===== config.mk =====
export PLATFORM = sky130hd
export DESIGN_NAME = fft_ram_seq
export DESIGN_NICKNAME = d
export VERILOG_FILES = /design/src/rtl/fft_ram_seq.sv
export SDC_FILE = /design/constraint.sdc
export NUM_CORES = 1
export LEC_CHECK = 0
export ABC_AREA = 1
export BUFFER_PORTS_ARGS = -buffer_cell sky130_fd_sc_hd__buf_2
export CORE_MARGIN = 2
export CORE_UTILIZATION = 50
export CTS_BUF_LIST = sky130_fd_sc_hd__clkbuf_4 sky130_fd_sc_hd__clkbuf_8
export DETAILED_ROUTE_END_ITERATION = 6
export PLACE_DENSITY = 0.68
export SETUP_SLACK_MARGIN = 0.4
export SYNTH_ARGS = -nofsm -noshare
export SYNTH_HDL_FRONTEND = slang
export SYNTH_SLANG_ARGS = --single-unit

===== constraint.sdc =====
create_clock -name clk -period 3.28 [get_ports clk]
set_clock_uncertainty 0.05 [all_clocks]
set_input_delay 0.492 -clock clk [delete_from_list [all_inputs] [get_ports clk]]
set_output_delay 0.492 -clock clk [all_outputs]
set_load 0.01 [all_outputs]

===== src/rtl/fft_ram_seq.sv =====
// rtl/fft_ram_seq.sv - radix-2 DIF FFT address/stage sequencer for the ping-pong ram_block
// Optional: define FFT_SEQ_BITREV_OUT_EN to bit-reverse final-stage write addresses (natural-order output).
module fft_ram_seq #(
    parameter int size   = 1024,
    parameter int log_s  = 10,
    parameter int RD_LAT = 1,
    parameter int BF_LAT = 2
) (
    input  logic             clk,
    input  logic             rst,
    input  logic             start,
    output logic             busy,
    output logic             done,
    output logic [log_s-1:0] stage,
    output logic [log_s-1:0] rd_addr_0,
    output logic [log_s-1:0] rd_addr_1,
    output logic [log_s-1:0] wr_addr_0,
    output logic [log_s-1:0] wr_addr_1,
    output logic             wr_en,
    output logic             ram_select,
    output logic [log_s-2:0] tw_idx
);
    localparam int PIPE_LAT  = RD_LAT + BF_LAT;
    localparam int HALF_N    = size / 2;
    localparam int STAGE_LEN = HALF_N + PIPE_LAT;
    localparam int CW        = $clog2(STAGE_LEN + 1);
    localparam logic [CW-1:0]    C_LAST = CW'(STAGE_LEN - 1);
    localparam logic [CW-1:0]    C_HM1  = CW'(HALF_N - 1);
    localparam logic [log_s-1:0] S_LAST = log_s'(log_s - 1);

    typedef enum logic [1:0] {IDLE, RUN, LAST} state_t;

    typedef struct packed {
        logic [log_s-1:0] a0;
        logic [log_s-1:0] a1;
        logic [log_s-2:0] tw;
    } rd_t;

    // Butterfly k of stage st: insert a zero bit at position log2(half) of k.
    function automatic rd_t addr_of(input logic [log_s-1:0] k, input logic [log_s-1:0] st);
        logic [log_s-1:0] half;
        logic [log_s-1:0] mask;
        logic [log_s-1:0] lo;
        rd_t r;
        half = log_s'(size >> (st + 1));
        mask = half - 1'b1;
        lo   = k & mask;
        r.a0 = ((k & ~mask) << 1) | lo;
        r.a1 = r.a0 | half;
        r.tw = (log_s-1)'(lo << st);
        return r;
    endfunction

    state_t        state;
    logic [CW-1:0] c;
    logic          rd_valid;

    always_ff @(posedge clk) begin
        if (rst) begin
            state      <= IDLE;
            c          <= '0;
            busy       <= 1'b0;
            done       <= 1'b0;
            stage      <= '0;
            ram_select <= 1'b0;
            rd_valid   <= 1'b0;
            {rd_addr_0, rd_addr_1, tw_idx} <= '0;
        end else begin
            case (state)
                IDLE: begin
                    done <= 1'b0;
                    if (start) begin
                        state    <= RUN;
                        busy     <= 1'b1;
                        c        <= '0;
                        stage    <= '0;
                        rd_valid <= 1'b1;
                        {rd_addr_0, rd_addr_1, tw_idx} <= addr_of('0, '0);
                    end
                end
                RUN: begin
                    if (c == C_LAST) begin
                        c          <= '0;
                        ram_select <= ~ram_select;
                        if (stage == S_LAST) begin
                            state    <= LAST;
                            busy     <= 1'b0;
                            done     <= 1'b1;
                            stage    <= '0;
                            rd_valid <= 1'b0;
                        end else begin
                            stage    <= stage + 1'b1;
                            rd_valid <= 1'b1;
                            {rd_addr_0, rd_addr_1, tw_idx} <= addr_of('0, stage + 1'b1);
                        end
                    end else begin
                        c <= c + 1'b1;
                        if (c < C_HM1) begin
                            rd_valid <= 1'b1;
                            {rd_addr_0, rd_addr_1, tw_idx} <= addr_of(log_s'(c + 1'b1), stage);
                        end else begin
                            rd_valid <= 1'b0;
                        end
                    end
                end
                LAST: begin
                    done  <= 1'b0;
                    state <= IDLE;
                end
                default: state <= IDLE;
            endcase
        end
    end

    logic             d_v;
    logic [log_s-1:0] d_a0;
    logic [log_s-1:0] d_a1;

    generate
        if (PIPE_LAT == 0) begin : g_nodelay
            assign d_v  = rd_valid;
            assign d_a0 = rd_addr_0;
            assign d_a1 = rd_addr_1;
        end else begin : g_delay
            logic [PIPE_LAT-1:0] dv;
            logic [log_s-1:0]    da0 [PIPE_LAT];
            logic [log_s-1:0]    da1 [PIPE_LAT];
            always_ff @(posedge clk) begin
                if (rst) begin
                    dv <= '0;
                    for (int i = 0; i < PIPE_LAT; i++) begin
                        da0[i] <= '0;
                        da1[i] <= '0;
                    end
                end else begin
                    dv[0]  <= rd_valid;
                    da0[0] <= rd_addr_0;
                    da1[0] <= rd_addr_1;
                    for (int i = 1; i < PIPE_LAT; i++) begin
                        dv[i]  <= dv[i-1];
                        da0[i] <= da0[i-1];
                        da1[i] <= da1[i-1];
                    end
                end
            end
            assign d_v  = dv[PIPE_LAT-1];
            assign d_a0 = da0[PIPE_LAT-1];
            assign d_a1 = da1[PIPE_LAT-1];
        end
    endgenerate

    assign wr_en = d_v;

`ifdef FFT_SEQ_BITREV_OUT_EN
    function automatic logic [log_s-1:0] bitrev(input logic [log_s-1:0] a);
        logic [log_s-1:0] r;
        for (int i = 0; i < log_s; i++) r[i] = a[log_s-1-i];
        return r;
    endfunction

    // Writes of a stage never straddle a stage boundary, so the live stage index applies.
    assign wr_addr_0 = (stage == S_LAST) ? bitrev(d_a0) : d_a0;
    assign wr_addr_1 = (stage == S_LAST) ? bitrev(d_a1) : d_a1;
`else
    assign wr_addr_0 = d_a0;
    assign wr_addr_1 = d_a1;
`endif
endmodule


==> summary.txt, run 1 <==
Post-DP HPWL = 8.99 mm
Setup bufs post-CTS = 0
Type of origin of the critical path = flop
Async S/R FF share, synth = 0%
CP max stage cell = dfxtp_1
Dominant cell type by area after synthesis = dfxtp_1
Crit-path cells = nor2_2, nand2_2, nor2_8, nand2_2, nor2_2, nand2_2, ha_1, nor2_1, inv_1, nor2_1, inv_1, o211ai_1, nand3_1, nand2_1, inv_1, nand2_1, nand2_1, a21oi_1
Reg2Reg Capture Point = tw_idx[8]$_SDFFE_PP0P_
Die height = 106 um
Max Fclk = 379 MHz
EDFF count, synth = 0
Leakage = 2.85 nW
Vias in the first global route = 4187
Die ar. = 11300 sq um
Critical path class = flop to flop
Layout Nets = 771
CP required = 3.59 ns
IR drop worst, VDD = 0.251 mV
Via count = 4485
Outcome = complete, no violations
P per Cell Area = 527 nW/um^2
Setup TNS Final = 0 ns
Main synth FF type = dfxtp_1
Worst hold stages = 3
Remaining Overflow, GRT = 0
Setup violations, final = 0
Syn_nets = 724
Worst slew margin = 41.0%
CTS sink count = 118
Ys Warns = 0
Post-synthesis area per instance = 7.28 sq um
WHS = 0.303 ns
MaxCap Viol Count = 0
Min Tclk post-route = 2.64 ns
Critical Path AT = 2.95 ns
IO Port Bufs = 65
GRT Resource Usage Total = 22.7%
Initial Utilization = 51.0%
WL per Instance = 13.3 um
Final hold violation count = 0
Post-Syn Area = 5220 sq um
Clock root buffer = clkbuf_8
Worst r2r path cells = 18
RSZ-0062 raised after global routing = false
FF+latch count, synth = 118
CP Launch Point = stage[6]$_SDFFE_PP0P_
Synth Instances = 716
Largest net degree at the start of global routing = 93
R2R setup slack = 0.64 ns
Reg clk slew, reported paths = 0.08 ns
Top-area cell type share of the netlist area = 45.3%
Post-CTS resize count = 0
# rows = 37
Routed Antenna Nets = 0
Seq/Total Area, Yosys = 45.3%
WL final = 12.2 mm
Clk buf depth = 2
Hold WC Path Type = primary input to flop
Layout cell share with drive strength beyond 1 = 18.6%
CP endpoint = tw_idx[8]$_SDFFE_PP0P_
Slew Viols, Final = 0
Total CTS buffers = 17
Core Area = 10200 sq um
Fillers = 1005
DRC Markers = 0
Initial antenna violation count = 0
Initial DRC Count = 332
DIE WIDTH = 106 um
GPL Wtd Cong = 0.938
Reg2reg start = stage[6]$_SDFFE_PP0P_
Max stage delay on crit path = 0.39 ns
Num ports = 66
Top cells by area, synth = dfxtp_1 (45%), nand2_1 (9.9%), inv_1 (8.8%)
Vias/cell = 4.92
Crit path max fanout = 8
First-pass GRT wire length = 20.1 mm
Critical Path Sink Type = flop
N_diodes = 0
Drt first pass iters = 5
CTS H-tree depth = 4
Clk_lat worst skew = 0.43 ns
Hold Buf Count CTS = 0
Worst min-delay path startpoint = start
Area Growth Syn to Fin = 13.7%
Worst Tran Pin Value = 0.884 ns
Netlist cell types = 41
CTS tree = yes
Tcrit/Tclk final = 80.5%
[cell usage after synthesis (3+ instances only)]
cell	n
nand4_1	12
nor3_2	3
clkbuf_1	16
buf_2	3
nand2_2	7
inv_1	122
a32o_1	3
nand2_1	138
o211ai_1	3
inv_2	10
o21ai_1	3
buf_4	23
o21ai_0	20
xor2_1	10
nor2_1	89
a21oi_1	47
a31oi_1	5
nor2_2	7
dfxtp_1	118
a22oi_1	4
ha_1	5
nand3_1	35
nor3_1	10
[placed cells by master, fill, tap and decap left out, types with 2 or more instances in the layout]
cell type / netlist / routed
inv_1: 122 / 122
nand4_2: 2 / 2
ha_1: 5 / 5
buf_4: 23 / 5
xor2_1: 10 / 10
dfxtp_1: 118 / 116
a22oi_1: 4 / 4
inv_6: 0 / 8
nand4_1: 12 / 12
nor4_1: 2 / 2
a21boi_1: 2 / 2
nand3_1: 35 / 35
o21ai_1: 3 / 4
buf_2: 3 / 65
o211ai_1: 3 / 3
o21ai_0: 20 / 19
a21oi_1: 47 / 47
bufinv_16: 0 / 2
nor3_2: 3 / 3
a32o_1: 3 / 3
dfxtp_2: 0 / 2
nor3_1: 10 / 10
inv_2: 10 / 10
clkbuf_8: 0 / 17
nand2_1: 138 / 138
clkinv_4: 0 / 2
nor2_1: 89 / 89
o22ai_1: 2 / 2
nor2_4: 1 / 3
nor2_2: 7 / 5
nand3_2: 2 / 2
a31oi_1: 5 / 5
nand2_2: 7 / 7
[how the worst min path moves through the flow]
stage                                    endpoint
floorplan           g_delay.da0[0][10]$_SDFF_PP0_
global placement    g_delay.da0[0][17]$_SDFF_PP0_
detailed placement       g_delay.dv[1]$_SDFF_PP0_
CTS                             busy$_SDFFE_PP0P_
global route                    busy$_SDFFE_PP0P_
finish                          busy$_SDFFE_PP0P_
[layer usage]
layer	GRT usage (%)	share of wire, %	up-vias
met5	0	0	-
met4	8.46	2.1	0
met3	5.15	4.7	20
met2	37.4	47	132
met1	29.1	47	2019
li1	-	-	2314
[per-stage QoR]
stage          cell area (sq um)  total power [mW]  worst slack (ns)  utilization [%]  cells
3_5_place_dp                5500              1.78             0.589             53.8    880
5_1_grt                     5930              3.25             0.404             58.0    912
4_1_cts                     5920              3.15             0.556             57.8    912
3_3_place_gp                5500              1.78             0.660             53.8    880
2_1_floorplan               5220              1.70             0.947                -    716
6_report                    5930              3.13             0.641             58.0    912
[report_power, final]
| part | internal (mW) | switching, mW |
|---|---|---|
| Combinational | 0.0732 | 0.177 |
| Sequential | 1.47 | 0.0244 |
| Clock | 0.707 | 0.673 |
| Total | 2.25 | 0.874 |
[critical path: cells and delay by family, from the launching register on]
family	cells	cell delay (ns)
flip-flops	1	0.39
buffers and inverters	3	0.17
AND/OR/NAND/NOR	12	1.32
AO/OA/AOI/OAI	2	0.30
adder cells (fa/ha/maj)	1	0.33
[flip-flops by register name (all words and copies together) (netlist names)]
| signal | cells |
|---|---|
| g_delay.da0 | 30 |
| g_delay.da1 | 30 |
| c | 10 |
| rd_addr_0 | 10 |
| rd_addr_1 | 10 |
| stage | 10 |
| tw_idx | 9 |
| g_delay.dv | 3 |
| state | 2 |
| busy | 1 |
| done | 1 |
| ram_select | 1 |
| rd_valid | 1 |
[cell families after synthesis]
kind of cell,synth area share (%)
adder cells (fa/ha/maj),1.20
XOR/XNOR,1.85
AND/OR/NAND/NOR,27.0
AO/OA/AOI/OAI,10.3
flip-flops,45.3
buffers and inverters,14.4
[area by class of cell]
cell class / count / area [sq um] / area share, %
clock buffer: 17 / 234 / 3.95
tap: 136 / 170 / 2.87
multi-input combinational: 423 / 2110 / 35.6
clock inverter: 15 / 183 / 3.08
inverter: 133 / 502 / 8.46
timing repair buffer: 70 / 363 / 6.12
sequential: 118 / 2360 / 39.9
(Power assumes the default switching activity.)
==> run 2, diff against run 1 <==
Settings changed: ABC_AREA 1 to 0, PLACE_DENSITY 0.68 to 0.71.
Clock period 3.28 ns to 2.39 ns, I/O delays scaled along.
==> run 2 against run 1 <==
The run now ends with negative setup slack left; non-clock buffer count increased by 112; first-iteration DRC count increased by 29%; synthesized cell count decreased by 13%; flip-flop and latch count unchanged; utilization increased by 13 points; via count increased by 17%; die area increased by 4.8%; global-route usage increased by 7.2 points; count of clock-buffer cells in the layout unchanged; design area increased by 28%; combinational power increased by 16%; largest cell class is now multi-input gates; highest routed layer unchanged.
==> summary.txt, run 2 <==
Clock power frac = 48.1% (was 44.1%)
CP required = 2.70 ns (was 3.59 ns)
Vias/cell = 5.79 (was 4.92)
Worst setup margin = -0.289 ns (was 0.641 ns)
Largest registers = g_delay.da0 (30), g_delay.da1 (30) (unchanged)
Synth Instances = 623 (was 716)
Post-Syn Area = 5470 sq um (was 5220 sq um)
Total CTS buffers = 17 (unchanged)
Most frequent cell after synthesis = dfxtp_1 (was nand2_1)
GPL Wtd Cong = 0.966 (was 0.938)
Net switching power = 1.07 mW (was 0.874 mW)
Outcome = finished, violations left (was complete, no violations)
GRT Resource Usage Total = 29.9% (was 22.7%)
Switching Fraction = 24.0% (was 28.0%)
IO Port Bufs = 65 (unchanged)
Type of origin of the critical path = flop (unchanged)
RSZ-0062 raised after global routing = true (was false)
Area Growth Syn to Fin = 38.7% (was 13.7%)
FF+latch count, synth = 118 (unchanged)
CP most frequent cell = or3_4
P per Cell Area = 586 nW/um^2 (was 527 nW/um^2)
Remaining Overflow, GRT = 0 (unchanged)
Layout Nets = 762 (was 771)
Dominant cell type by area after synthesis = dfxtp_1 (unchanged)
Clock root buffer = clkbuf_8 (unchanged)
Drt first pass iters = 5 (unchanged)
Setup TNS Final = -4.06 ns (was 0 ns)
Failing checks = negative setup slack
Worst slew margin = 55.6% (was 41.0%)
Hold WC Path Type = primary input to flop (unchanged)
Worst Tran Pin Value = 0.662 ns (was 0.884 ns)
Tcrit/Tclk final = 112% (was 80.5%)
Syn_nets = 631 (was 724)
Vias in the first global route = 5015 (was 4187)
Initial antenna violation count = 0 (unchanged)
Slew Viols, Final = 0 (unchanged)
# rows = 38 (was 37)
Max Fclk = 373 MHz (was 379 MHz)
Commonest cells post-synth = dfxtp_1 (118), nor2b_1 (68), nor2_1 (60) (was nand2_1 (138), inv_1 (122), dfxtp_1 (118))
Critical path class = flop to flop (unchanged)
Setup violations, final = 23 (was 0)
Most common cell after layout, fill and taps aside = dfxtp_1 (was nand2_1)
CP max stage cell = or3_4 (was dfxtp_1)
Final hold violation count = 0 (unchanged)
Die ar. = 11800 sq um (was 11300 sq um)
Power Internal = 3.38 mW (was 2.25 mW)
Fillers = 864 (was 1005)
DRC Markers = 0 (unchanged)
N_diodes = 0 (unchanged)
WL per Instance = 19.0 um (was 13.3 um)
Max stage delay on crit path = 0.38 ns (was 0.39 ns)
Most frequent cells in the layout = dfxtp_1 (111), buf_4 (93), nor2b_1 (67) (was nand2_1 (138), inv_1 (122), dfxtp_1 (116))
First-pass GRT wire length = 26.5 mm (was 20.1 mm)
Hold Buf Count CTS = 0 (unchanged)
IR drop worst, VDD = 0.639 mV (was 0.251 mV)
Top-area cell type share of the netlist area = 43.2% (was 45.3%)
Initial DRC Count = 429 (was 332)
WL final = 17.3 mm (was 12.2 mm)
CTS H-tree depth = 4 (unchanged)
EDFF count, synth = 0 (unchanged)
Critical Path AT = 2.99 ns (was 2.95 ns)
DIE WIDTH = 109 um (was 106 um)
CTS tree = yes (unchanged)
Post-synthesis area per instance = 8.78 sq um (was 7.28 sq um)
Seq/Total Area, Yosys = 43.2% (was 45.3%)
Core Area = 10700 sq um (was 10200 sq um)
CTS sink count = 118 (unchanged)
MaxCap Viol Count = 0 (unchanged)
Leakage = 3.22 nW (was 2.85 nW)
Crit-path cells = or3_4, or3_4, nor2_4, nand2_2, ha_4, clkinv_8, buf_6, nor3_2, a311oi_2, buf_4, a21oi_4, a21o_1, a311oi_1 (was nor2_2, nand2_2, nor2_8, nand2_2, nor2_2, nand2_2, ha_1, nor2_1, inv_1, nor2_1, inv_1, o211ai_1, nand3_1, nand2_1, inv_1, nand2_1, nand2_1, a21oi_1)
Reg clk slew, reported paths = 0.08 ns (about the same)
Netlist cell types = 78 (was 41)
Clk_lat worst skew = 0.45 ns (was 0.43 ns)
Critical Path Sink Type = flop (unchanged)
Total power = 4.45 mW (was 3.13 mW)
Routed Antenna Nets = 0 (unchanged)
Ys Warns = 0 (unchanged)
Post-DP HPWL = 11.8 mm (was 8.99 mm)
Via count = 5252 (was 4485)
Clk buf depth = 2 (unchanged)
Sequential Power Share = 45.4% (was 47.9%)
Largest net degree at the start of global routing = 96 (was 93)
Layout cell share with drive strength beyond 1 = 39.0% (was 18.6%)
Initial Utilization = 50.9% (was 51.0%)
Top cells by area, synth = dfxtp_1 (43%), nor2b_1 (7.8%), nor2_1 (4.1%) (was dfxtp_1 (45%), nand2_1 (9.9%), inv_1 (8.8%))
Die height = 109 um (was 106 um)
Crit path max fanout = 4 (was 8)
Main synth FF type = dfxtp_1 (unchanged)
Num ports = 66 (unchanged)
Async S/R FF share, synth = 0% (unchanged)
Combinational share of power = 6.5% (was 8.0%)
Min Tclk post-route = 2.68 ns (was 2.64 ns)
run 2: cell types whose count changed in the layout (fill, tap and decap cells not counted), sizes merged, moves of 7 or more:
cell,previous run,this run
a21oi,48,25
buf,70,181
inv,142,11
nand2,145,36
nand3,37,18
nand4,15,8
nor2,98,60
nor2b,0,68
nor3,14,21
o21ai,23,13
o2bb2ai,0,10
or3,0,12
xnor2,1,11
run 2: layer usage:
metal	GRT usage, %	wire [um]	up-vias
met3	6.52	1190	57
met5	0	0	-
li1	-	-	2475
met1	39.0	7350	2489
met2	47.9	8070	231
met4	12.5	657	0
run 2: repair_timing:
action / in CTS / in global routing
setup endpoints to repair: 40 / 40
gates resized for setup: 65 / 34
pin swaps: 34 / 23
cloned: 1 / 0
buffers inserted: 17 / 9
run 2: cell type report:
type	instances	area, sq um	share of cell area, %
multi-input cells	426	3190	42.0
flip-flops and latches	118	2370	31.3
repair buffers	182	1350	17.8
clock buffers	17	234	3.08
clock inverters	15	225	2.97
well taps	140	175	2.31
inverters	9	48.8	0.643
run 2: logic make-up (layout without fill, tap and decap cells):
logic type	count (synthesis)	in the layout	share of synthesized area (%)
buffers and inverters	79	223	7.50
XOR/XNOR	17	17	2.72
AO/OA/AOI/OAI	136	136	18.7
flip-flops	118	118	43.2
AND/OR/NAND/NOR	265	265	26.1
multiplexers	3	3	0.663
adder cells (fa/ha/maj)	5	5	1.14
run 2: critical path, delay by kind of cell (launching register included):
kind / cells / cell delay, ns
DFF: 1 / 0.33
AOI/OAI and AO/OA: 4 / 0.73
buffers and inverters: 3 / 0.33
and+or+nand+nor: 5 / 0.97
adders and majority gates: 1 / 0.19
run 2: path summary, 6_finish.rpt:
kind	start	to	slack, ns	depth (start not counted)
max	stage[6]$_SDFFE_PP0P_	rd_addr_1[7]$_SDFFE_PP0P_	-0.29	13
min	start	busy$_SDFFE_PP0P_	0.26	4
min reg2reg	g_delay.da0[0][6]$_SDFF_PP0_	g_delay.da0[0][16]$_SDFF_PP0_	0.39	1
max reg2reg	stage[6]$_SDFFE_PP0P_	rd_addr_1[7]$_SDFFE_PP0P_	-0.29	13
run 2: metrics by stage:
stage	instances	utilization (%)	setup WS [ns]	cell area, sq um	hold WS [ns]
2_1_floorplan	623	-	-0.623	5650	0.364
3_3_place_gp	848	59.7	-0.325	6410	0.366
3_5_place_dp	848	59.7	-0.361	6410	0.375
4_1_cts	898	68.3	-0.241	7340	0.245
5_1_grt	907	70.6	-0.396	7590	0.257
6_report	907	70.6	-0.289	7590	0.263
run 2: power groups by stage:
stage	sequential, mW	combinational (mW)	clock, mW
2_1_floorplan	2.07	0.142	0
3_3_place_gp	2.06	0.232	0
3_5_place_dp	2.07	0.234	0
4_1_cts	2.02	0.268	2.16
5_1_grt	2.02	0.311	2.28
6_report	2.02	0.290	2.14
==> run 3, diff against run 2 <==
Settings changed: CAP_MARGIN set to 15, CORE_UTILIZATION 50 to 52, PLACE_DENSITY 0.71 to 0.73.
==> run 3 against run 2 <==
The run still ends with negative setup slack left; worst setup slack better by 0.019 ns; count of clock-buffer cells in the layout grew 2; power shrank 4.8%; combinational power shrank 6.9%; wire length decreased by 3.8%; register-to-register slack gained 0.02 ns; via count rose by 0.74%.
==> summary.txt, run 3 (synthesis gave the netlist of run 2 again) <==
Hold Buf Count CTS = 0 (unchanged)
Worst setup margin = -0.270 ns (was -0.289 ns)
GRT Resource Usage Total = 28.6% (was 29.9%)
Critical Path AT = 2.94 ns (was 2.99 ns)
CTS tree = yes (unchanged)
First-pass GRT wire length = 25.2 mm (was 26.5 mm)
Die height = 107 um (was 109 um)
Via count = 5291 (was 5252)
Fillers = 769 (was 864)
Drt first pass iters = 7 (was 5)
CP most frequent cell = buf_4 (was or3_4)
Cell area after layout = 7590 sq um (about the same)
Placed cells = 841 (was 848)
Initial antenna violation count = 0 (unchanged)
IO Port Bufs = 65 (unchanged)
Crit-path cells = or3_4, buf_4, nor3_4, nand3_2, ha_4, clkinv_8, a21oi_4, a311oi_2, buf_4, buf_6, o211ai_1, a32o_1 (was or3_4, or3_4, nor2_4, nand2_2, ha_4, clkinv_8, buf_6, nor3_2, a311oi_2, buf_4, a21oi_4, a21o_1, a311oi_1)
IR drop worst, VDD = 0.391 mV (was 0.639 mV)
Clk_lat worst skew = 0.44 ns (was 0.45 ns)
Largest net degree at the start of global routing = 96 (unchanged)
Total power = 4.23 mW (was 4.45 mW)
Hold WC Path Type = primary input to flop (unchanged)
Clock root buffer = clkbuf_8 (unchanged)
Tcrit/Tclk final = 111% (was 112%)
Critical path class = flop to flop (unchanged)
WL final = 16.6 mm (was 17.3 mm)
Most common cell after layout, fill and taps aside = dfxtp_1 (unchanged)
Outcome = finished, violations left (unchanged)
Crit path max fanout = 7 (was 4)
CTS H-tree depth = 4 (unchanged)
Placed Area = 6410 sq um (about the same)
Num ports = 66 (unchanged)
MaxCap Viol Count = 0 (unchanged)
P per Cell Area = 558 nW/um^2 (was 586 nW/um^2)
Slew Viols, Final = 0 (unchanged)
Finished Layout Cells = 904 (was 907)
Total CTS buffers = 17 (unchanged)
GPL Wtd Cong = 0.984 (was 0.966)
Reg clk slew, reported paths = 0.08 ns (about the same)
Critical Path Sink Type = flop (unchanged)
Initial DRC Count = 485 (was 429)
# rows = 37 (was 38)
Initial Utilization = 53.3% (was 50.9%)
Core Area = 10300 sq um (was 10700 sq um)
Type of origin of the critical path = flop (unchanged)
Clk buf depth = 2 (unchanged)
Util after Layout = 73.8% (was 70.6%)
WL per Instance = 18.4 um (was 19.0 um)
DRC Markers = 0 (unchanged)
RSZ-0062 raised after global routing = true (unchanged)
Post-DP HPWL = 11.4 mm (was 11.8 mm)
Vias/cell = 5.85 (was 5.79)
CP required = 2.67 ns (was 2.70 ns)
Setup violations, final = 20 (was 23)
Failing checks = negative setup slack (unchanged)
Worst slew margin = 61.9% (was 55.6%)
CTS sink count = 118 (unchanged)
Die ar. = 11400 sq um (was 11800 sq um)
CP max stage cell = or3_4 (unchanged)
Setup TNS Final = -3.01 ns (was -4.06 ns)
Final hold violation count = 0 (unchanged)
Leakage = 3.19 nW (was 3.22 nW)
Min Tclk post-route = 2.66 ns (was 2.68 ns)
Area Growth Syn to Fin = 38.6% (was 38.7%)
Worst Tran Pin Value = 0.567 ns (was 0.662 ns)
Largest registers = g_delay.da0 (30), g_delay.da1 (30) (unchanged)
DIE WIDTH = 107 um (was 109 um)
Layout cell share with drive strength beyond 1 = 40.8% (was 39.0%)
Vias in the first global route = 4807 (was 5015)
Max Fclk = 376 MHz (was 373 MHz)
Layout Nets = 763 (was 762)
Routed Antenna Nets = 0 (unchanged)
WHS = 0.249 ns (was 0.263 ns)
Most frequent cells in the layout = dfxtp_1 (108), buf_4 (96), nor2b_1 (67) (was dfxtp_1 (111), buf_4 (93), nor2b_1 (67))
Remaining Overflow, GRT = 0 (unchanged)
Max stage delay on crit path = 0.38 ns (about the same)
N_diodes = 0 (unchanged)
Post-place setup slack = -0.365 ns (was -0.361 ns)
-- run 3: layout make-up --
| cell class | count | area, sq um | share of cell area [%] |
|---|---|---|---|
| clock buffers | 19 | 255 | 3.36 |
| clock inverters | 13 | 173 | 2.28 |
| well taps | 136 | 170 | 2.24 |
| inverters | 9 | 53.8 | 0.709 |
| multi-input cells | 427 | 3240 | 42.7 |
| repair buffers | 182 | 1320 | 17.4 |
| flip-flops and latches | 118 | 2380 | 31.3 |
-- run 3: path summary, 6_finish.rpt --
kind	endpoint	slack, ns	depth (start not counted)	startpoint
setup / recovery	tw_idx[7]$_SDFFE_PP0P_	-0.27	12	stage[6]$_SDFFE_PP0P_
hold / removal	busy$_SDFFE_PP0P_	0.25	4	start
setup reg to reg	tw_idx[7]$_SDFFE_PP0P_	-0.27	12	stage[6]$_SDFFE_PP0P_
hold reg to reg	g_delay.da0[0][22]$_SDFF_PP0_	0.39	1	g_delay.da0[0][12]$_SDFF_PP0_
-- run 3: critical path: cells and delay by family (launching register included) --
| family | cells | cell delay [ns] |
|---|---|---|
| simple gates | 3 | 0.74 |
| compound gates | 4 | 0.68 |
| buf+inv | 4 | 0.54 |
| flops | 1 | 0.32 |
| fa+ha+maj | 1 | 0.22 |
-- run 3: what timing repair did --
action	in CTS	in global routing
pin swaps	25	37
setup endpoints to repair	40	40
hold endpoints to repair	0	0
buffers inserted	18	12
resized for setup	57	56
cloned	1	0
-- run 3: report_power, final --
part | leakage, nW | internal [mW] | total (mW) | switching, mW
clock network | 0.208 | 1.08 | 1.94 | 0.861
registers | 0.961 | 2.00 | 2.02 | 0.0198
logic | 2.02 | 0.118 | 0.270 | 0.153
total | 3.19 | 3.20 | 4.23 | 1.03
-- run 3: metal layers --
metal  global-route usage, %  vias up  wire (um)  part of all wire, %
li1                        -     2480          -                    -
met5                       0        -          0                    0
met4                    13.0        0        707                  4.3
met1                    37.0     2480       6870                   41
met3                    6.14       65       1350                  8.1
met2                    45.7      266       7680                   46
